[config.mk]
export PLATFORM = sky130hd
export DESIGN_NAME = main_fsm_flat
export DESIGN_NICKNAME = d
export VERILOG_FILES = /design/src/rtl/main_fsm_if.sv /design/src/rtl/main_fsm.sv /design/src/flat_wrapper.sv
export SDC_FILE = /design/constraint.sdc
export NUM_CORES = 1
export LEC_CHECK = 0
export ABC_CLOCK_PERIOD_IN_PS = 2000
export BUFFER_PORTS_ARGS = -buffer_cell sky130_fd_sc_hd__buf_4
export CAP_MARGIN = 40
export CORE_MARGIN = 2
export CORE_UTILIZATION = 27
export CTS_CLUSTER_DIAMETER = 30
export CTS_CLUSTER_SIZE = 24
export DETAILED_ROUTE_END_ITERATION = 16
export PLACE_DENSITY = 0.54
export SYNTH_ARGS = -nofsm -noshare
export SYNTH_HDL_FRONTEND = slang
export SYNTH_SLANG_ARGS = --single-unit
[constraint.sdc]
create_clock -name clk -period 2 [get_ports clk]
set_input_delay 0.2 -clock clk [delete_from_list [all_inputs] [get_ports clk]]
set_output_delay 0.2 -clock clk [all_outputs]
set_load 0.02 [all_outputs]
[src/rtl/main_fsm_if.sv]
// Control bundle between the multicycle FSM (slave side) and the datapath (master side).
// The master supplies opcode and memory handshake; the slave returns datapath strobes.
interface main_fsm_if #(
  parameter int STATE_W = 4
);
  logic [6:0]         op;
  logic               mem_ready;
  logic               Branch;
  logic               PCUpdate;
  logic               RegWrite;
  logic               MemWrite;
  logic               IRWrite;
  logic [1:0]         ResultSrc;
  logic [1:0]         ALUSrcA;
  logic [1:0]         ALUSrcB;
  logic               AdrSrc;
  logic [1:0]         ALUOp;
  logic               illegal_instr;
  logic [STATE_W-1:0] state_dbg;

  modport master (
    output op, mem_ready,
    input  Branch, PCUpdate, RegWrite, MemWrite, IRWrite, ResultSrc,
           ALUSrcA, ALUSrcB, AdrSrc, ALUOp, illegal_instr, state_dbg
  );

  modport slave (
    input  op, mem_ready,
    output Branch, PCUpdate, RegWrite, MemWrite, IRWrite, ResultSrc,
           ALUSrcA, ALUSrcB, AdrSrc, ALUOp, illegal_instr, state_dbg
  );
endinterface

[src/rtl/main_fsm.sv]
// Multicycle RISC-V control FSM driving datapath strobes and ALUOp, stalling on mem_ready.
// Define MAIN_FSM_ILLEGAL_TRAP_EN to trap unknown opcodes in a sticky TRAP state.
module main_fsm #(
  parameter int STATE_W = 4
) (
  input  logic      clk,
  input  logic      reset,
  main_fsm_if.slave bus
);
  localparam logic [6:0] OP_LW  = 7'b0000011;
  localparam logic [6:0] OP_SW  = 7'b0100011;
  localparam logic [6:0] OP_R   = 7'b0110011;
  localparam logic [6:0] OP_I   = 7'b0010011;
  localparam logic [6:0] OP_JAL = 7'b1101111;
  localparam logic [6:0] OP_BEQ = 7'b1100011;

  typedef enum logic [STATE_W-1:0] {
    FETCH    = 4'd0,
    DECODE   = 4'd1,
    MEMADR   = 4'd2,
    MEMREAD  = 4'd3,
    MEMWB    = 4'd4,
    MEMWRITE = 4'd5,
    EXECUTER = 4'd6,
    EXECUTEI = 4'd7,
    JAL      = 4'd8,
    ALUWB    = 4'd9,
    BEQ      = 4'd10,
    TRAP     = 4'd11
  } state_t;

  state_t      state_q, state_d;
  logic        branch, pcUpdate, regWrite, memWrite, irWrite, adrSrc;
  logic [1:0]  resultSrc, aluSrcA, aluSrcB, aluOp;

  always_ff @(posedge clk or posedge reset) begin
    if (reset) state_q <= FETCH;
    else       state_q <= state_d;
  end

  always_comb begin
    state_d   = FETCH;
    branch    = 1'b0;
    pcUpdate  = 1'b0;
    regWrite  = 1'b0;
    memWrite  = 1'b0;
    irWrite   = 1'b0;
    adrSrc    = 1'b0;
    resultSrc = 2'b00;
    aluSrcA   = 2'b00;
    aluSrcB   = 2'b00;
    aluOp     = 2'b00;
    case (state_q)
      FETCH: begin
        aluSrcB   = 2'b10;
        resultSrc = 2'b10;
        irWrite   = bus.mem_ready;
        pcUpdate  = bus.mem_ready;
        state_d   = bus.mem_ready ? DECODE : FETCH;
      end
      DECODE: begin
        // Branch target is precomputed here from OldPC + ImmExt.
        aluSrcA = 2'b01;
        aluSrcB = 2'b01;
        case (bus.op)
          OP_LW, OP_SW: state_d = MEMADR;
          OP_R:         state_d = EXECUTER;
          OP_I:         state_d = EXECUTEI;
          OP_JAL:       state_d = JAL;
          OP_BEQ:       state_d = BEQ;
`ifdef MAIN_FSM_ILLEGAL_TRAP_EN
          default:      state_d = TRAP;
`else
          default:      state_d = FETCH;
`endif
        endcase
      end
      MEMADR: begin
        aluSrcA = 2'b10;
        aluSrcB = 2'b01;
        state_d = (bus.op == OP_LW) ? MEMREAD : MEMWRITE;
      end
      MEMREAD: begin
        adrSrc  = 1'b1;
        state_d = bus.mem_ready ? MEMWB : MEMREAD;
      end
      MEMWB: begin
        resultSrc = 2'b01;
        regWrite  = 1'b1;
      end
      MEMWRITE: begin
        adrSrc   = 1'b1;
        memWrite = 1'b1;
        state_d  = bus.mem_ready ? FETCH : MEMWRITE;
      end
      EXECUTER: begin
        aluSrcA = 2'b10;
        aluOp   = 2'b10;
        state_d = ALUWB;
      end
      EXECUTEI: begin
        aluSrcA = 2'b10;
        aluSrcB = 2'b01;
        aluOp   = 2'b10;
        state_d = ALUWB;
      end
      JAL: begin
        aluSrcA  = 2'b01;
        aluSrcB  = 2'b10;
        pcUpdate = 1'b1;
        state_d  = ALUWB;
      end
      ALUWB: begin
        regWrite = 1'b1;
      end
      BEQ: begin
        aluSrcA = 2'b10;
        aluOp   = 2'b01;
        branch  = 1'b1;
      end
`ifdef MAIN_FSM_ILLEGAL_TRAP_EN
      TRAP: begin
        state_d = TRAP;
      end
`endif
      default: begin
        state_d = FETCH;
      end
    endcase
  end

`ifdef MAIN_FSM_ILLEGAL_TRAP_EN
  logic illegal_q;

  // Flag rises on the same edge that enters TRAP and only reset clears it.
  always_ff @(posedge clk or posedge reset) begin
    if (reset) illegal_q <= 1'b0;
    else       illegal_q <= (state_d == TRAP);
  end

  assign bus.illegal_instr = illegal_q;
`else
  assign bus.illegal_instr = 1'b0;
`endif

  assign bus.Branch    = branch;
  assign bus.PCUpdate  = pcUpdate;
  assign bus.RegWrite  = regWrite;
  assign bus.MemWrite  = memWrite;
  assign bus.IRWrite   = irWrite;
  assign bus.AdrSrc    = adrSrc;
  assign bus.ResultSrc = resultSrc;
  assign bus.ALUSrcA   = aluSrcA;
  assign bus.ALUSrcB   = aluSrcB;
  assign bus.ALUOp     = aluOp;
  assign bus.state_dbg = state_q;
endmodule

[src/flat_wrapper.sv]
// flat-port wrapper written by rule: the top's interface ports become plain ports
module main_fsm_flat 
#(
  parameter int STATE_W = 4
)
  (clk, reset, bus_op, bus_mem_ready, bus_Branch, bus_PCUpdate, bus_RegWrite, bus_MemWrite, bus_IRWrite, bus_ResultSrc, bus_ALUSrcA, bus_ALUSrcB, bus_AdrSrc, bus_ALUOp, bus_illegal_instr, bus_state_dbg);
  main_fsm_if #(.STATE_W(STATE_W)) bus_i ();
  input  logic clk;
  input  logic reset;
  input wire logic [$bits(bus_i.op)-1:0] bus_op;
  input wire logic [$bits(bus_i.mem_ready)-1:0] bus_mem_ready;
  output wire logic [$bits(bus_i.Branch)-1:0] bus_Branch;
  output wire logic [$bits(bus_i.PCUpdate)-1:0] bus_PCUpdate;
  output wire logic [$bits(bus_i.RegWrite)-1:0] bus_RegWrite;
  output wire logic [$bits(bus_i.MemWrite)-1:0] bus_MemWrite;
  output wire logic [$bits(bus_i.IRWrite)-1:0] bus_IRWrite;
  output wire logic [$bits(bus_i.ResultSrc)-1:0] bus_ResultSrc;
  output wire logic [$bits(bus_i.ALUSrcA)-1:0] bus_ALUSrcA;
  output wire logic [$bits(bus_i.ALUSrcB)-1:0] bus_ALUSrcB;
  output wire logic [$bits(bus_i.AdrSrc)-1:0] bus_AdrSrc;
  output wire logic [$bits(bus_i.ALUOp)-1:0] bus_ALUOp;
  output wire logic [$bits(bus_i.illegal_instr)-1:0] bus_illegal_instr;
  output wire logic [$bits(bus_i.state_dbg)-1:0] bus_state_dbg;
  assign bus_i.op = bus_op;
  assign bus_i.mem_ready = bus_mem_ready;
  assign bus_Branch = bus_i.Branch;
  assign bus_PCUpdate = bus_i.PCUpdate;
  assign bus_RegWrite = bus_i.RegWrite;
  assign bus_MemWrite = bus_i.MemWrite;
  assign bus_IRWrite = bus_i.IRWrite;
  assign bus_ResultSrc = bus_i.ResultSrc;
  assign bus_ALUSrcA = bus_i.ALUSrcA;
  assign bus_ALUSrcB = bus_i.ALUSrcB;
  assign bus_AdrSrc = bus_i.AdrSrc;
  assign bus_ALUOp = bus_i.ALUOp;
  assign bus_illegal_instr = bus_i.illegal_instr;
  assign bus_state_dbg = bus_i.state_dbg;
  main_fsm #(.STATE_W(STATE_W)) u_core (.clk(clk), .reset(reset), .bus(bus_i));
endmodule
==> impl_metrics.yaml, run 1 <==
placed_design:
  hpwl_um: 996
  dp.cells: 117
  routabilityCongestion: 0.786
  portBuffers: 27
clock_tree:
  cts_tree: "yes"
  cts-buffers-inserted: 3
  htreeDepth: 1
  clk_latency_ns: 0.23
  path_clk_slew_ns: 0.04
  clock-sinks: 4
  cts_root_buf: "clkbuf_4"
  cts_max_path_buffers: 2
  cts_setup_buffers: 0
  ctsResizeCount: 0
critical_path:
  crit_type: "reg2reg"
  cp_max_fo: 3
  cp.required_ns: 2.15
  crit_arrival_ns: 1.83
  end_kind: "register"
  startpoint_type: "register"
power:
  seq_power_share_pct: 23.4
  p_leak_uw: 0.000353
  p_int_uw: 241
  switching_share_pct: 36.3
  peakVddDrop_mv: 0.289
  pwr-share-clk_pct: 26.0
  p_comb_share_pct: 50.6
  power.switching_uw: 137
  powerDensity_mw_per_mm2: 502
synth:
  synth_compound_area_share_pct: 17.7
  synth_seq_cells: 4
  synth-async-reset-ratio_pct: 100
  synth.area.top_cells: "dfrtp_1 (20%), a21oi_1 (6.1%), nor3_1 (6.1%)"
  synthAdderAreaFrac_pct: 0
  synthSimpleGateAreaFrac_pct: 44.7
  muxShareOfSynthArea_pct: 0
  yosysSeqAreaShare_pct: 20.2
  synth_top_family_by_area: "simple AND/OR/NAND/NOR gates"
  ys.flop_type: "dfrtp_1"
  syn_area_per_cell_um2: 7.18
  synth_cell_types: 28
  synth_commonest_cells: "a21oi_1 (6), nor2_1 (6), nor3_1 (6)"
  syn-num-nets: 79
  synth_warnings: 0
  synth_top_area_share_pct: 20.2
  syn_area_um2: 495
  synth-xor-area-share_pct: 5.30
  synth_edf_count: 0
  synthCells: 69
  synth_area_leader_cell: "dfrtp_1"
sta:
  setup_viol: 0
  rsz0062_at_grt: "false"
  hold_violations: 0
  layout_min_cycle_time_ns: 1.68
  fin_skew_ns: 0.00305
  fmax_mhz: 594
  fin_setup_tns_ns: 0
  slew_viol_final: 0
  fin_crit_sh_pct: 84.2
grt:
  grt_pass1_wl_um: 2040
  busiest_layer: "met2"
  antenna_found_initial: 0
  grt_pass1_vias: 487
  grtUsageMet2_pct: 23.0
  grt_max_degree: 21
  grt_use_met1_pct: 15.1
  met3_usage_pct: 1.15
  grt_usage_pct: 13.1
  overflow: 0
floorplanning:
  die-area_mm2: 0.00219
  row_count: 15
  floorplan.initialDensity_pct: 28.7
  ios: 29
  die_h_um: 46.8
  die_w_um: 46.8
  core_mm2: 0.00173
routing:
  post_drt_via_cell_ratio: 4.88
  routedWlPerCell_um: 11.1
  drc_errors: 0
  drt_pass1_iterations: 6
  postRouteAntennaNets: 0
  drtIter0Drc: 13
  routed_wl_um: 1350
  vias: 590
cells_and_area:
  finalNetCount: 108
  fillers: 192
  largest_register_ffs: 4
  syn_to_final_growth_pct: 52.0
  n_antenna_cell: 0
  instances_no_fill: 121
  drive_above_1_share_pct: 40.6
outcome:
  status: "finished clean"
flow_run:
  drv_cap: 0
worst_hold_path:
  hp-class: "in2reg"
## critical path, cell delays in order (launching register included)
cell and delay, ns:
dfrtp_1 0.37, or4b_4 0.55, or4b_4 0.50, o221ai_2 0.17
## final timing paths
path                                              start                       to  slack (ns)  cells past startpoint
max in group asynchronous                         reset  u_core.bus.state_dbg[3]        1.44                      3
worst min-delay path                          bus_op[5]  u_core.bus.state_dbg[0]        0.23                      2
min in group asynchronous                         reset  u_core.bus.state_dbg[2]        0.41                      3
worst max register to register  u_core.bus.state_dbg[1]  u_core.bus.state_dbg[0]        0.32                      3
worst min register to register  u_core.bus.state_dbg[1]  u_core.bus.state_dbg[3]        0.70                      4
worst max-delay path            u_core.bus.state_dbg[1]  u_core.bus.state_dbg[0]        0.32                      3
## layout by cell type (no fill, tap or decap)
cell and n:
nor3b_1 4, o41ai_1 1, o221ai_2 1, dfrtp_1 4
nor4b_2 1, and2_1 1, inv_1 3, nor2b_1 4
o21ai_0 2, xnor2_1 3, nand2b_1 2, nand3_1 2
a21boi_0 1, a21oi_1 6, nor2_1 6, or3_1 1
nand2_1 4, a21o_1 1, conb_1 1, nor4_1 1
nor3_1 6, and3_1 1, clkbuf_4 3, buf_4 31
nor4b_1 1, o32ai_1 1, or4b_4 2, or2_2 1
dlygate4sd3_1 1
## per-layer routing
| metal | share of wire [%] | wire length [um] | up-vias |
|---|---|---|---|
| met2 | 51 | 682 | 21 |
| met3 | 5.6 | 76 | 0 |
| met4 | 0 | 0 | 0 |
| met1 | 44 | 589 | 274 |
| li1 | - | - | 295 |
| met5 | 0 | 0 | - |
## logic make-up after synthesis
| family | Yosys count |
|---|---|
| buffers and inverters | 11 |
| AND/OR/NAND/NOR | 37 |
| AO/OA/AOI/OAI | 13 |
| other | 1 |
| flip-flops | 4 |
| XOR/XNOR | 3 |
## final cells by class
cell class	instances	area [um2]	share of cell area (%)
flip-flops and latches	4	100	13.3
repair buffers	32	243	32.2
multi-input cells	54	345	45.8
well taps	25	31.3	4.15
inverters	3	11.3	1.50
clock buffers	3	22.5	2.99
## power by group through the flow
stage	logic, uW	clock network (uW)	registers [uW]
floorplan	106	0	98.6
global placement	189	0	88.9
detailed placement	189	0	89.3
CTS	192	104	88.3
global route	208	108	88.8
finish	191	98.4	88.3
## metrics by stage
step | power (uW) | area [um2] | utilization [%] | worst slack (ns) | hold WS (ns)
floorplan | 204 | 502 | - | 0.0137 | -0.0339
global placement | 278 | 721 | 41.7 | 0.351 | 0.0952
detailed placement | 279 | 721 | 41.7 | 0.327 | 0.100
CTS | 385 | 753 | 43.6 | 0.319 | 0.216
global route | 405 | 753 | 43.6 | 0.268 | 0.232
finish | 378 | 753 | 43.6 | 0.316 | 0.229
## timing repair
item | in CTS | in global routing
endpoints found under the setup margin | 0 | 0
hold endpoints to repair | 4 | 0
hold buffers | 1 | 0
Power figures use the tool's default switching activity.
==> run 2: changes to the inputs <==
--- a/config.mk
+++ b/config.mk
@@ -5,7 +5,7 @@
 export SDC_FILE = /design/constraint.sdc
 export NUM_CORES = 1
 export LEC_CHECK = 0
-export ABC_CLOCK_PERIOD_IN_PS = 2000
+export ABC_CLOCK_PERIOD_IN_PS = 1600
 export BUFFER_PORTS_ARGS = -buffer_cell sky130_fd_sc_hd__buf_4
 export CAP_MARGIN = 40
 export CORE_MARGIN = 2
==> constraint.sdc (replaced) <==
create_clock -name clk -period 1.6 [get_ports clk]
set_input_delay 0.16 -clock clk [delete_from_list [all_inputs] [get_ports clk]]
set_output_delay 0.16 -clock clk [all_outputs]
set_load 0.02 [all_outputs]
==> run 2 against run 1 <==
The run now ends with setup timing left. Sequential share of layout area is 0.81 points lower. Cell area rose by 7.8%. Fmax rose by 0.66%. Sequential power rose by 26%. Die area stayed put. Clock skew grew 0.0053 ns. Worst setup slack got worse by 0.39 ns. Core utilization up 3.4 points. Highest routed layer unchanged.
==> impl_metrics.yaml, run 2 (synthesis results as in run 1) <==
grt:
  grt_max_degree: 21
  grt_usage_pct: 11.8
  grt_pass1_vias: 437
  grt_pass1_wl_um: 1880
  antenna_found_initial: 0
  overflow: 0
routing:
  post_drt_via_cell_ratio: 4.68
  vias: 576
  drc_errors: 0
  drt_pass1_iterations: 2
  routedWlPerCell_um: 10.3
  routed_wl_um: 1260
  postRouteAntennaNets: 0
  drtIter0Drc: 4
critical_path:
  crit_type: "reg2reg"
  startpoint_type: "register"
  cp.required_ns: 1.75
  max_stage_delay_ns: 0.52
  crit_arrival_ns: 1.82
  cp_slowest_cell: "or4b_4"
  crit_top_cell: "or4b_4"
  cp_max_fo: 2
  path_cells: "or4b_4 -> or4b_4 -> o221ai_2"
  end_kind: "register"
cells_and_area:
  fin_area_um2: 812
  fillers: 199
  drive_above_1_share_pct: 46.9
  final_cell_mix: "buf_4 (31), a21oi_1 (6), nor2_1 (6)"
  syn_to_final_growth_pct: 63.9
  n_antenna_cell: 0
  largest_register_ffs: 4
  finalNetCount: 109
  layout_commonest_cell: "buf_4"
placed_design:
  hpwl_um: 977
  dp_slack_ns: -0.0510
  portBuffers: 27
  dpl_cell_area_um2: 756
  routabilityCongestion: 0.737
sta:
  fin_hold_ws_ns: 0.179
  slew_viol_final: 0
  setup_ws_ns: -0.0730
  fin_crit_sh_pct: 105
  rsz0062_at_grt: "true"
  fmax_mhz: 598
  layout_min_cycle_time_ns: 1.67
  setup_viol: 1
  hold_violations: 0
  fin_skew_ns: 0.00839
clock_tree:
  path_clk_slew_ns: 0.04
  cts-buffers-inserted: 3
  clk_latency_ns: 0.23
  cts_max_path_buffers: 2
  clock-sinks: 4
  cts_root_buf: "clkbuf_4"
  htreeDepth: 1
  cts_setup_buffers: 0
  cts_tree: "yes"
power:
  peakVddDrop_mv: 0.252
  fin_total_pwr_uw: 510
  powerDensity_mw_per_mm2: 628
  p_leak_uw: 0.000368
floorplanning:
  die-area_mm2: 0.00219
  floorplan.initialDensity_pct: 28.7
  row_count: 15
  die_h_um: 46.8
  ios: 29
  core_mm2: 0.00173
  die_w_um: 46.8
worst_hold_path:
  hp-class: "in2reg"
outcome:
  violations: "setup timing"
  status: "finished, violations left"
flow_run:
  drv_cap: 0
run 2: worst max-delay path, delay by kind of cell (launching register included):
family	cells	cell delay, ns
compound gates	1	0.17
flops	1	0.40
simple gates	2	1.02
run 2: what timing repair did:
item,CTS,global route
gates resized for setup,0,3
endpoints found under the hold margin,4,0
cloned,0,0
endpoints found under the setup margin,1,7
hold buffers,1,0
pin swaps,0,0
run 2: metal layers:
metal  track usage, %  wire (um)  share of wire, %  vias up
li1                 -          -                 -      300
met2             19.5        621                49       20
met1             15.7        576                46      256
met3             1.15         65               5.1        0
met5                0          0                 0        -
met4             5.00          0                 0        0
run 2: layout make-up:
type,instances,area (um2),share of cell area (%)
Multi-Input combinational cell,54,388,47.8
Timing Repair Buffer,33,254,31.3
Sequential cell,4,101,12.5
Tap cell,25,31.3,3.85
Clock buffer,4,26.3,3.24
Inverter,3,11.3,1.39
run 2: final timing paths:
path	start	end	cells after the start	slack [ns]
worst max-delay path	u_core.bus.state_dbg[2]	u_core.bus.state_dbg[0]	3	-0.07
worst min-delay path	bus_op[5]	u_core.bus.state_dbg[0]	2	0.18
worst max register to register	u_core.bus.state_dbg[2]	u_core.bus.state_dbg[0]	3	-0.07
worst min register to register	u_core.bus.state_dbg[3]	u_core.bus.state_dbg[2]	3	0.69
max in group asynchronous	reset	u_core.bus.state_dbg[2]	3	1.07
min in group asynchronous	reset	u_core.bus.state_dbg[0]	3	0.37
run 2: through the flow:
step | cells | util [%] | TNS, ns
finish | 123 | 47.0 | -0.0730
global route | 123 | 47.0 | -0.329
CTS | 123 | 45.9 | -0.0670
detailed placement | 118 | 43.8 | -0.0510
global placement | 118 | 43.8 | -0.0355
floorplan | 69 | - | -0.724
run 2: power by group:
| group | total [uW] | internal [uW] | switching (uW) | leakage [uW] |
|---|---|---|---|---|
| Combinational | 264 | 128 | 136 | 0.000300 |
| Sequential | 111 | 108 | 3.40 | 0.0000526 |
| Clock | 135 | 93.6 | 41.3 | 0.0000150 |
| Total | 510 | 329 | 181 | 0.000368 |
